===== config.mk =====
export PLATFORM = sky130hd
export DESIGN_NAME = butterfly_writeback_address_gen_unit_flat
export DESIGN_NICKNAME = d
export VERILOG_FILES = /design/src/rtl/butterfly_writeback_address_gen_unit_pkg.sv /design/src/rtl/butterfly_writeback_address_gen_unit_if.sv /design/src/rtl/butterfly_writeback_address_gen_unit_delay_line.sv /design/src/rtl/butterfly_writeback_address_gen_unit.sv /design/src/flat_wrapper.sv
export SDC_FILE = /design/constraint.sdc
export NUM_CORES = 1
export LEC_CHECK = 0
export BUFFER_PORTS_ARGS = -buffer_cell sky130_fd_sc_hd__buf_4
export CORE_UTILIZATION = 50
export DETAILED_ROUTE_END_ITERATION = 6
export GPL_TIMING_DRIVEN = 0
export HOLD_SLACK_MARGIN = 0.02
export MAX_ROUTING_LAYER = met4
export PLACE_DENSITY_LB_ADDON = 0.1
export REMOVE_ABC_BUFFERS = 1
export SYNTH_ARGS = -nofsm -noshare
export SYNTH_HDL_FRONTEND = slang
export SYNTH_SLANG_ARGS = --single-unit

===== constraint.sdc =====
create_clock -name clk -period 4.2 [get_ports clk]
set_input_delay 1.26 -clock clk [delete_from_list [all_inputs] [get_ports clk]]
set_output_delay 1.26 -clock clk [all_outputs]
set_load 0.05 [all_outputs]

===== src/rtl/butterfly_writeback_address_gen_unit_pkg.sv =====
// Shared definitions for the butterfly write-back address generator.
package butterfly_writeback_address_gen_unit_pkg;

    // Controller state; the encoding matches the read generator and the FFT controller.
    typedef enum logic {
        StIdle = 1'b0,
        StRun  = 1'b1
    } state_e;

    // Legal butterfly latency range in cycles.
    localparam int unsigned BfLatMin = 1;
    localparam int unsigned BfLatMax = 16;

    // Layer counter width: $clog2(awl), never narrower than one bit.
    function automatic int unsigned lay_cnt_width(input int unsigned awl);
        return (awl > 2) ? $clog2(awl) : 1;
    endfunction

endpackage


===== src/rtl/butterfly_writeback_address_gen_unit_if.sv =====
// Read-pair input and write-back output bundle of the write-back address generator.
interface butterfly_writeback_address_gen_unit_if #(
    parameter int unsigned AWL = 5
) ();

    logic           start;
    logic           rd_valid;
    logic [AWL-1:0] rd_a_addr;
    logic [AWL-1:0] rd_b_addr;
    logic           wr_en;
    logic [AWL-1:0] wr_a_addr;
    logic [AWL-1:0] wr_b_addr;
    logic           lay_done;
    logic           fft_done;
    logic           busy;
    logic           err;

    // Controller / read-generator side.
    modport master (
        output start, rd_valid, rd_a_addr, rd_b_addr,
        input  wr_en, wr_a_addr, wr_b_addr, lay_done, fft_done, busy, err
    );

    // Write-back address generator side.
    modport slave (
        input  start, rd_valid, rd_a_addr, rd_b_addr,
        output wr_en, wr_a_addr, wr_b_addr, lay_done, fft_done, busy, err
    );

endinterface


===== src/rtl/butterfly_writeback_address_gen_unit_delay_line.sv =====
// Free-running delay line for {valid, a, b} read pairs, with a synchronous flush.
module butterfly_writeback_address_gen_unit_delay_line #(
    parameter int unsigned BITNESS = 11,
    parameter int unsigned DEPTH   = 2
) (
    input  logic               clk,
    input  logic               rst_n,
    input  logic               clr,
    input  logic [BITNESS-1:0] d,
    output logic [BITNESS-1:0] q
);

    if (DEPTH == 0) begin : g_bypass
        // The consumer's own output register is the only stage.
        logic unused_ctrl;
        assign unused_ctrl = ^{clk, rst_n, clr};
        assign q = d;
    end else begin : g_chain
        logic [BITNESS-1:0] stage_q [DEPTH];

        // Shift one stage per cycle; clr empties every stage in a single cycle.
        always_ff @(posedge clk or negedge rst_n) begin
            if (!rst_n) begin
                for (int i = 0; i < int'(DEPTH); i++) begin
                    stage_q[i] <= '0;
                end
            end else if (clr) begin
                for (int i = 0; i < int'(DEPTH); i++) begin
                    stage_q[i] <= '0;
                end
            end else begin
                stage_q[0] <= d;
                for (int i = 1; i < int'(DEPTH); i++) begin
                    stage_q[i] <= stage_q[i-1];
                end
            end
        end

        assign q = stage_q[DEPTH-1];
    end

endmodule


===== src/rtl/butterfly_writeback_address_gen_unit.sv =====
// Replays butterfly read-address pairs as write-back addresses after the butterfly latency
// and counts completed butterflies to produce layer-done and FFT-done events.
module butterfly_writeback_address_gen_unit
    import butterfly_writeback_address_gen_unit_pkg::*;
#(
    parameter int unsigned AWL    = 5,
    parameter int unsigned BF_LAT = 3  // legal range BfLatMin..BfLatMax
) (
    input logic                                  clk,
    input logic                                  rst_n,
    butterfly_writeback_address_gen_unit_if.slave bus
);

    localparam int unsigned HalfN     = 2 ** (AWL - 1);
    localparam int unsigned CntW      = (AWL > 1) ? AWL - 1 : 1;
    localparam int unsigned LayW      = lay_cnt_width(AWL);
    localparam int unsigned LineW     = 2 * AWL + 1;
    // The registered write outputs form the final latency stage.
    localparam int unsigned LineDepth = BF_LAT - 1;

    localparam logic [CntW-1:0] CntLast = CntW'(HalfN - 1);
    localparam logic [LayW-1:0] LayLast = LayW'(AWL - 1);

    state_e          state_q, state_d;
    logic [CntW-1:0] wr_cnt_q, wr_cnt_d;
    logic [LayW-1:0] lay_cnt_q, lay_cnt_d;
    logic            wr_en_q, wr_en_d;
    logic [AWL-1:0]  wr_a_q, wr_a_d;
    logic [AWL-1:0]  wr_b_q, wr_b_d;
    logic            lay_done_q, lay_done_d;
    logic            fft_done_q, fft_done_d;
    logic            busy_q, busy_d;
    logic            err_q, err_d;

    logic             start_acc;
    logic [LineW-1:0] line_in;
    logic [LineW-1:0] line_out;
    logic             out_valid;
    logic [AWL-1:0]   out_a;
    logic [AWL-1:0]   out_b;

    // Pairs are only entered while running; anything issued in IDLE is discarded here.
    assign start_acc = (state_q == StIdle) && bus.start;
    assign line_in   = {bus.rd_valid && (state_q == StRun), bus.rd_a_addr, bus.rd_b_addr};

    butterfly_writeback_address_gen_unit_delay_line #(
        .BITNESS (LineW),
        .DEPTH   (LineDepth)
    ) u_delay_line (
        .clk   (clk),
        .rst_n (rst_n),
        .clr   (start_acc),
        .d     (line_in),
        .q     (line_out)
    );

    assign out_valid = line_out[LineW-1];
    assign out_a     = line_out[2*AWL-1:AWL];
    assign out_b     = line_out[AWL-1:0];

    // Next-state: FSM, write/layer counting, write-back gating and error tracking.
    always_comb begin
        state_d    = state_q;
        wr_cnt_d   = wr_cnt_q;
        lay_cnt_d  = lay_cnt_q;
        wr_en_d    = 1'b0;
        wr_a_d     = wr_a_q;
        wr_b_d     = wr_b_q;
        lay_done_d = 1'b0;
        fft_done_d = 1'b0;
        err_d      = err_q;

        unique case (state_q)
            StIdle: begin
                if (bus.start) begin
                    state_d   = StRun;
                    wr_cnt_d  = '0;
                    lay_cnt_d = '0;
                    err_d     = 1'b0;
                end else if (bus.rd_valid || out_valid) begin
                    // Stray read issue, or a leftover pair surfacing after the transform ended.
                    err_d = 1'b1;
                end
            end
            StRun: begin
                if (wr_en_q) begin
                    if (wr_cnt_q == CntLast) begin
                        wr_cnt_d   = '0;
                        lay_done_d = 1'b1;
                        if (lay_cnt_q == LayLast) begin
                            fft_done_d = 1'b1;
                            state_d    = StIdle;
                            lay_cnt_d  = '0;
                        end else begin
                            lay_cnt_d = lay_cnt_q + 1'b1;
                        end
                    end else begin
                        wr_cnt_d = wr_cnt_q + 1'b1;
                    end
                end
                if (out_valid) begin
                    if (fft_done_d) begin
                        // All N/2*AWL writes are already out; a surplus pair is an error.
                        err_d = 1'b1;
                    end else begin
                        wr_en_d = 1'b1;
                        wr_a_d  = out_a;
                        wr_b_d  = out_b;
                    end
                end
            end
            default: begin
                state_d = StIdle;
            end
        endcase

        // Stay busy through the FFT_DONE cycle even though the FSM is back in IDLE.
        busy_d = (state_d == StRun) || fft_done_d;
    end

    // State and registered outputs.
    always_ff @(posedge clk or negedge rst_n) begin
        if (!rst_n) begin
            state_q    <= StIdle;
            wr_cnt_q   <= '0;
            lay_cnt_q  <= '0;
            wr_en_q    <= 1'b0;
            wr_a_q     <= '0;
            wr_b_q     <= '0;
            lay_done_q <= 1'b0;
            fft_done_q <= 1'b0;
            busy_q     <= 1'b0;
            err_q      <= 1'b0;
        end else begin
            state_q    <= state_d;
            wr_cnt_q   <= wr_cnt_d;
            lay_cnt_q  <= lay_cnt_d;
            wr_en_q    <= wr_en_d;
            wr_a_q     <= wr_a_d;
            wr_b_q     <= wr_b_d;
            lay_done_q <= lay_done_d;
            fft_done_q <= fft_done_d;
            busy_q     <= busy_d;
            err_q      <= err_d;
        end
    end

    assign bus.wr_en     = wr_en_q;
    assign bus.wr_a_addr = wr_a_q;
    assign bus.wr_b_addr = wr_b_q;
    assign bus.lay_done  = lay_done_q;
    assign bus.fft_done  = fft_done_q;
    assign bus.busy      = busy_q;
    assign bus.err       = err_q;

endmodule


===== src/flat_wrapper.sv =====
// flat-port wrapper written by rule: the top's interface ports become plain ports
module butterfly_writeback_address_gen_unit_flat import butterfly_writeback_address_gen_unit_pkg::*;
#(
    parameter int unsigned AWL    = 5,
    parameter int unsigned BF_LAT = 3                                   
)
  (clk, rst_n, bus_start, bus_rd_valid, bus_rd_a_addr, bus_rd_b_addr, bus_wr_en, bus_wr_a_addr, bus_wr_b_addr, bus_lay_done, bus_fft_done, bus_busy, bus_err);
  butterfly_writeback_address_gen_unit_if #(.AWL(AWL)) bus_i ();
  input logic clk;
  input logic rst_n;
  input wire logic [$bits(bus_i.start)-1:0] bus_start;
  input wire logic [$bits(bus_i.rd_valid)-1:0] bus_rd_valid;
  input wire logic [$bits(bus_i.rd_a_addr)-1:0] bus_rd_a_addr;
  input wire logic [$bits(bus_i.rd_b_addr)-1:0] bus_rd_b_addr;
  output wire logic [$bits(bus_i.wr_en)-1:0] bus_wr_en;
  output wire logic [$bits(bus_i.wr_a_addr)-1:0] bus_wr_a_addr;
  output wire logic [$bits(bus_i.wr_b_addr)-1:0] bus_wr_b_addr;
  output wire logic [$bits(bus_i.lay_done)-1:0] bus_lay_done;
  output wire logic [$bits(bus_i.fft_done)-1:0] bus_fft_done;
  output wire logic [$bits(bus_i.busy)-1:0] bus_busy;
  output wire logic [$bits(bus_i.err)-1:0] bus_err;
  assign bus_i.start = bus_start;
  assign bus_i.rd_valid = bus_rd_valid;
  assign bus_i.rd_a_addr = bus_rd_a_addr;
  assign bus_i.rd_b_addr = bus_rd_b_addr;
  assign bus_wr_en = bus_i.wr_en;
  assign bus_wr_a_addr = bus_i.wr_a_addr;
  assign bus_wr_b_addr = bus_i.wr_b_addr;
  assign bus_lay_done = bus_i.lay_done;
  assign bus_fft_done = bus_i.fft_done;
  assign bus_busy = bus_i.busy;
  assign bus_err = bus_i.err;
  butterfly_writeback_address_gen_unit #(.AWL(AWL), .BF_LAT(BF_LAT)) u_core (.clk(clk), .rst_n(rst_n), .bus(bus_i));
endmodule

Yosys cells after proc, flatten, opt, wreduce, memory -nomap -nowiden
Index checks and enable logic that the tools add are counted.

storage, ports and cells
  output and inout port bits = 15
  register bits after elaboration = 45
  logic and storage cells = 63
  input port bits = 14

operators by class
  reduce and logical (&&, ||, !) cells = 8
  add/sub/neg operators = 2
  equality and inequality tests = 8
  bitwise operators = 2
  muxes and demuxes = 31

operators by type and width
  kind                                           number
  2-to-1 mux 22 bit                              1
  2-to-1 mux 1 bit                               19
  2-to-1 mux 3 bit                               4
  2-to-1 mux 4 bit                               3
  inequality test 2 bit (second input constant)  5
  AND reduction 3 bit                            3
  one-hot mux 4 bit (2 select lines)             1
  one-hot mux 3 bit (2 select lines)             1
  adder 4 x 1 -> 4 bit (second input constant)   1
  equality test 4 bit (second input constant)    1
  one-hot mux 1 bit (2 select lines)             2
  adder 3 x 1 -> 3 bit (second input constant)   1
  equality test 3 bit (second input constant)    1
  inequality test 3 bit (second input constant)  1
  logical AND 1 bit                              2
  logical OR 1 bit                               2
  NOT 1 bit                                      2
  AND reduction 2 bit                            1

Longest topological paths before layout
  depth in word-level cells = 8
  depth in mapped cells = 6
  depth with buffers taken out = 5

Cells and area by module
From an unflattened synthesis, not the netlist that was laid out.

unflattened totals
  cells, all modules = 141
  area total of the unflattened synthesis = 1851.8 um^2

by module, submodules not included
  module                                           times used  area each (um^2)  cells each
  butterfly_writeback_address_gen_unit             1           1018.5            84
  butterfly_writeback_address_gen_unit_delay_line  1           833.3             57

Worst setup path before layout
No wires, ideal clock.

  path kind = register to output
  start point = register u_core.wr_en_q, in the netlist u_core.bus.wr_en
  end point = output bus_wr_en
  setup slack = 2281 ps
  stages on the path, launching flop included = 1
  arrival time = 659 ps
  required time = 2940 ps
  path buffers = 0
  cells stage by stage = dfrtp_1

RTL lines
  what                    RTL line                                     source
  from (decl)             butterfly_writeback_address_gen_unit.sv:27   logic wr_en_q, wr_en_d;
  from (signal assigned)  butterfly_writeback_address_gen_unit.sv:138  wr_en_q <= wr_en_d;
  to (decl)               flat_wrapper.sv:15                           output wire logic [$bits(bus_i.wr_en)-1:0] bus_wr_en;

No word-level cell between the ends.

Worst setup path in the final report
  start point = register u_core.wr_en_q, in the netlist u_core.bus.wr_en
  end point = output bus_wr_en

No word-level cell between the ends.

==> results.txt <==
The maximum fanout along the worst path is 6. The DRC violation total after the first TritonRoute iteration came out at 26. The CTS clock-pin slew for the worst setup and hold paths came out at 0.13 ns. The number of H-tree levels came out at 2.

Setup repair after global routing left no endpoint under its margin. The number of nets at the end of the flow is 173. The largest voltage drop on the vdd net is 0.262 mV. Routability-driven placement finished with a final weighted congestion of 0.765. Yosys mapped the design onto 31 distinct sky130hd cell types. The final global-route overflow total came out at 0.

The number of synthesized flops with an enable pin came out at 0. The buffer depth of the longest clock path is 2. The register bit count reported by yosys came out at 45. The kind of capture point of the worst setup path is an output pin. For this run, the leading register cell type out of synthesis is sky130_fd_sc_hd__dfrtp_1. The port buffer count came out at 28. The final number of setup-violating endpoints is 0. The portion of synthesized cell area occupied by the leading cell type is 65.0%.

The worst path uses 55.4% of the clock period. The sink count of the clock tree is 45. The detailed-route wire length is 2.64 mm. TritonCTS built the clock tree.

The die boundary width is 60.9 µm. Summed over all failing endpoints, the final setup total negative slack is 0 ns. The setup clock skew after layout came out at 0.00608 ns. Entering global routing, the biggest net connects 46 pins. STA puts the critical path data arrival time at 1.07 ns. The clock period minus worst slack is 2.33 ns. The worst path meets setup with 1.87 ns of slack.

The post-DP HPWL came out at 1.76 mm. The number of buffers and inverters on the critical path is 1. The worst setup path is launched from a register.

The share of final-layout standard cells stronger than drive strength 1 came out at 31.2%. 0 antenna diodes ended up in the layout. The number of cells produced by synthesis came out at 127. The count of final hold-check violations is 0. The placed cell count came out at 195.

The sequential-to-total area share from yosys stat is 65.0%. The number of global-route vias before repair came out at 985. The number of setup buffers added after CTS is 0. The total global-route track usage is 16.8%.

The die area came out at 0.00370 mm². At the worst endpoint, the required time is 2.94 ns. The max-slew headroom at the worst pin came out at 44.9%.

The worst hold path belongs to the class register to register. The synthesized design spends more area on one cell type than any other, namely sky130_fd_sc_hd__dfrtp_1. The average routed wire per standard cell is 13.0 µm. The critical path goes through buf_4. In the synthesized netlist, the cells that appear most often are 45 x sky130_fd_sc_hd__dfrtp_1, 22 x sky130_fd_sc_hd__and2_1, 9 x sky130_fd_sc_hd__mux2_4, 7 x sky130_fd_sc_hd__nand3_1, 6 x sky130_fd_sc_hd__inv_1.

The core region area is 0.00334 mm². The power per cell area is 487 mW/mm². The count of pins over their slew limit is 0. The slew at the pin with the worst max-slew slack came out at 0.827 ns. The class of the most critical setup path is register to output pin.

The total CTS buffers came out at 5. The post-synthesis instance area came out at 0.00173 mm². The number of detailed-route iterations in the first pass came out at 4. The clock root buffer master is sky130_fd_sc_hd__clkbuf_4. The total of warnings raised by yosys came out at 0. For this design, the slowest cell found on the critical path is sky130_fd_sc_hd__dfrtp_1. From synthesis to final layout, the design area changed by 16.7%. The final cell area excluding filler cells came out at 0.00202 mm².

After the flow finishes, the layout carries non-filler instances totaling 203. The tool flagged a number of max-cap violations equal to 0. The share of flip-flops with an asynchronous set or reset after synthesis is 100%. The flow ran to the end, and the final reports show no timing, DRC or antenna violations. The worst stage delay on the critical path is 0.47 ns. In this design, the largest share of critical-path delay is due to flip-flops.

The setup slack at placement is 1.73 ns. Derived from the worst setup path, the maximum achievable clock frequency is 430 MHz. Once detail routing completed, the nets flagged for antenna violations numbered 0. The number of placement rows came out at 21. The number of gates resized after CTS was 0.

By area the synthesized netlist is led by sky130_fd_sc_hd__dfrtp_1 65%, sky130_fd_sc_hd__and2_1 7.9%, sky130_fd_sc_hd__mux2_4 7.8%, sky130_fd_sc_hd__ha_1 2.2%, sky130_fd_sc_hd__nand3_1 2.0%. The global-route wire length before repair is 4.18 mm. The count of vias placed by the detailed router came out at 1010. Pin placement for this block handled 29 I/O pins. In this run the cell area measured after placement is 0.00196 mm². The total power after layout came out at 0.985 mW. The residual DRC count came out at 0. The count of hold-fix buffers inserted at cts is 0.

The number of antenna violations at the first check in global routing is 0. Clock latency on the worst-skew pair, taken at its later pin, is 0.35 ns. Using the TritonRoute via totals, the vias-per-cell ratio works out to 4.98. The leakage power came out at 0.951 nW. Yosys instantiated no cell more often than sky130_fd_sc_hd__dfrtp_1.

The initial standard-cell utilization of the core is 51.9%. Dividing the synthesized area by the synthesized cell count gives 13.6 µm². The die is 60.9 µm tall.
==> state kept, by name, summed over array words and instances, names as in the netlist <==
name and count:
u_core.bus.wr_en 1, u_core.bus.wr_b_addr 5, u_core.state_q 1, u_core.bus.err 1
u_core.bus.wr_a_addr 5, u_core.wr_cnt_q 4, u_core.u_delay_line.q 11, u_core.bus.fft_done 1
u_core.u_delay_line.g_chain.stage_q 11, u_core.lay_cnt_q 3, u_core.bus.busy 1, u_core.bus.lay_done 1
==> report_power, final <==
group	internal, mW	switching (mW)	total (mW)
clock	0.0663	0.139	0.206
combinational	0.102	0.137	0.239
sequential	0.491	0.0487	0.540
total	0.659	0.325	0.985
==> cells by family (layout without fill, tap and decap cells) <==
kind of cell	Yosys count	in the layout	share of synthesized area, %
simple gates	43	43	14.9
flops	45	45	65.0
compound gates	13	13	5.49
fa+ha+maj	3	3	2.17
buf+inv	12	42	3.47
xor+xnor	1	1	0.506
mux	10	10	8.45
==> metal layers <==
metal	up-vias	wire [µm]	track usage, %
met1	503	1110	17.7
met5	-	0	-
met3	7	116	5.12
met4	0	51	10.4
li1	475	-	-
met2	25	1360	27.5
==> layout by cell type, fill, tap and decap left out, drive strengths merged <==
master,n
xor2,1
o31ai,1
o311ai,1
clkinv,1
a31o,1
o311a,1
clkinvlp,1
clkbuf,5
nand2,4
mux2,10
nor4b,1
inv,7
and2,22
nor3,1
o211ai,3
o21ai,3
ha,3
a21oi,2
nor2,2
o21a,1
nand3,8
or3,1
nand2b,2
or2,2
dfrtp,45
buf,28
==> path summary, 6_finish.rpt <==
check / endpoint / cells after the start / from / slack (ns)
worst max-delay path: bus_wr_en / 1 / u_core.bus.wr_en$_DFF_PN0_ / 1.87
worst min-delay path: u_core.u_delay_line.q[9]$_DFF_PN0_ / 1 / u_core.u_delay_line.g_chain.stage_q[20]$_DFF_PN0_ / 0.46
worst max register to register: u_core.bus.wr_b_addr[4]$_DFFE_PN0P_ / 4 / u_core.wr_cnt_q[0]$_DFFE_PN0P_ / 2.20
worst min register to register: u_core.u_delay_line.q[9]$_DFF_PN0_ / 1 / u_core.u_delay_line.g_chain.stage_q[20]$_DFF_PN0_ / 0.46
max in group asynchronous: u_core.u_delay_line.g_chain.stage_q[21]$_DFF_PN0_ / 1 / rst_n / 2.97
min in group asynchronous: u_core.bus.wr_b_addr[2]$_DFFE_PN0P_ / 1 / rst_n / 0.88
==> through the flow <==
stage,utilization [%],hold slack [ns]
after floorplan,-,0.428
after global placement,58.8,0.429
after detailed placement,58.8,0.434
after global routing,60.6,0.484
final,60.6,0.461
after CTS,60.6,0.465
==> cell type report <==
cell class	count	area (µm²)
clock buffers	5	37.5
clock inverters	3	21.3
fillers	278	1320
inverters	6	22.5
multi-input cells	70	546
flip-flops and latches	45	1130
well taps	46	57.6
repair buffers	28	210
Power figures use the tool's default switching activity.
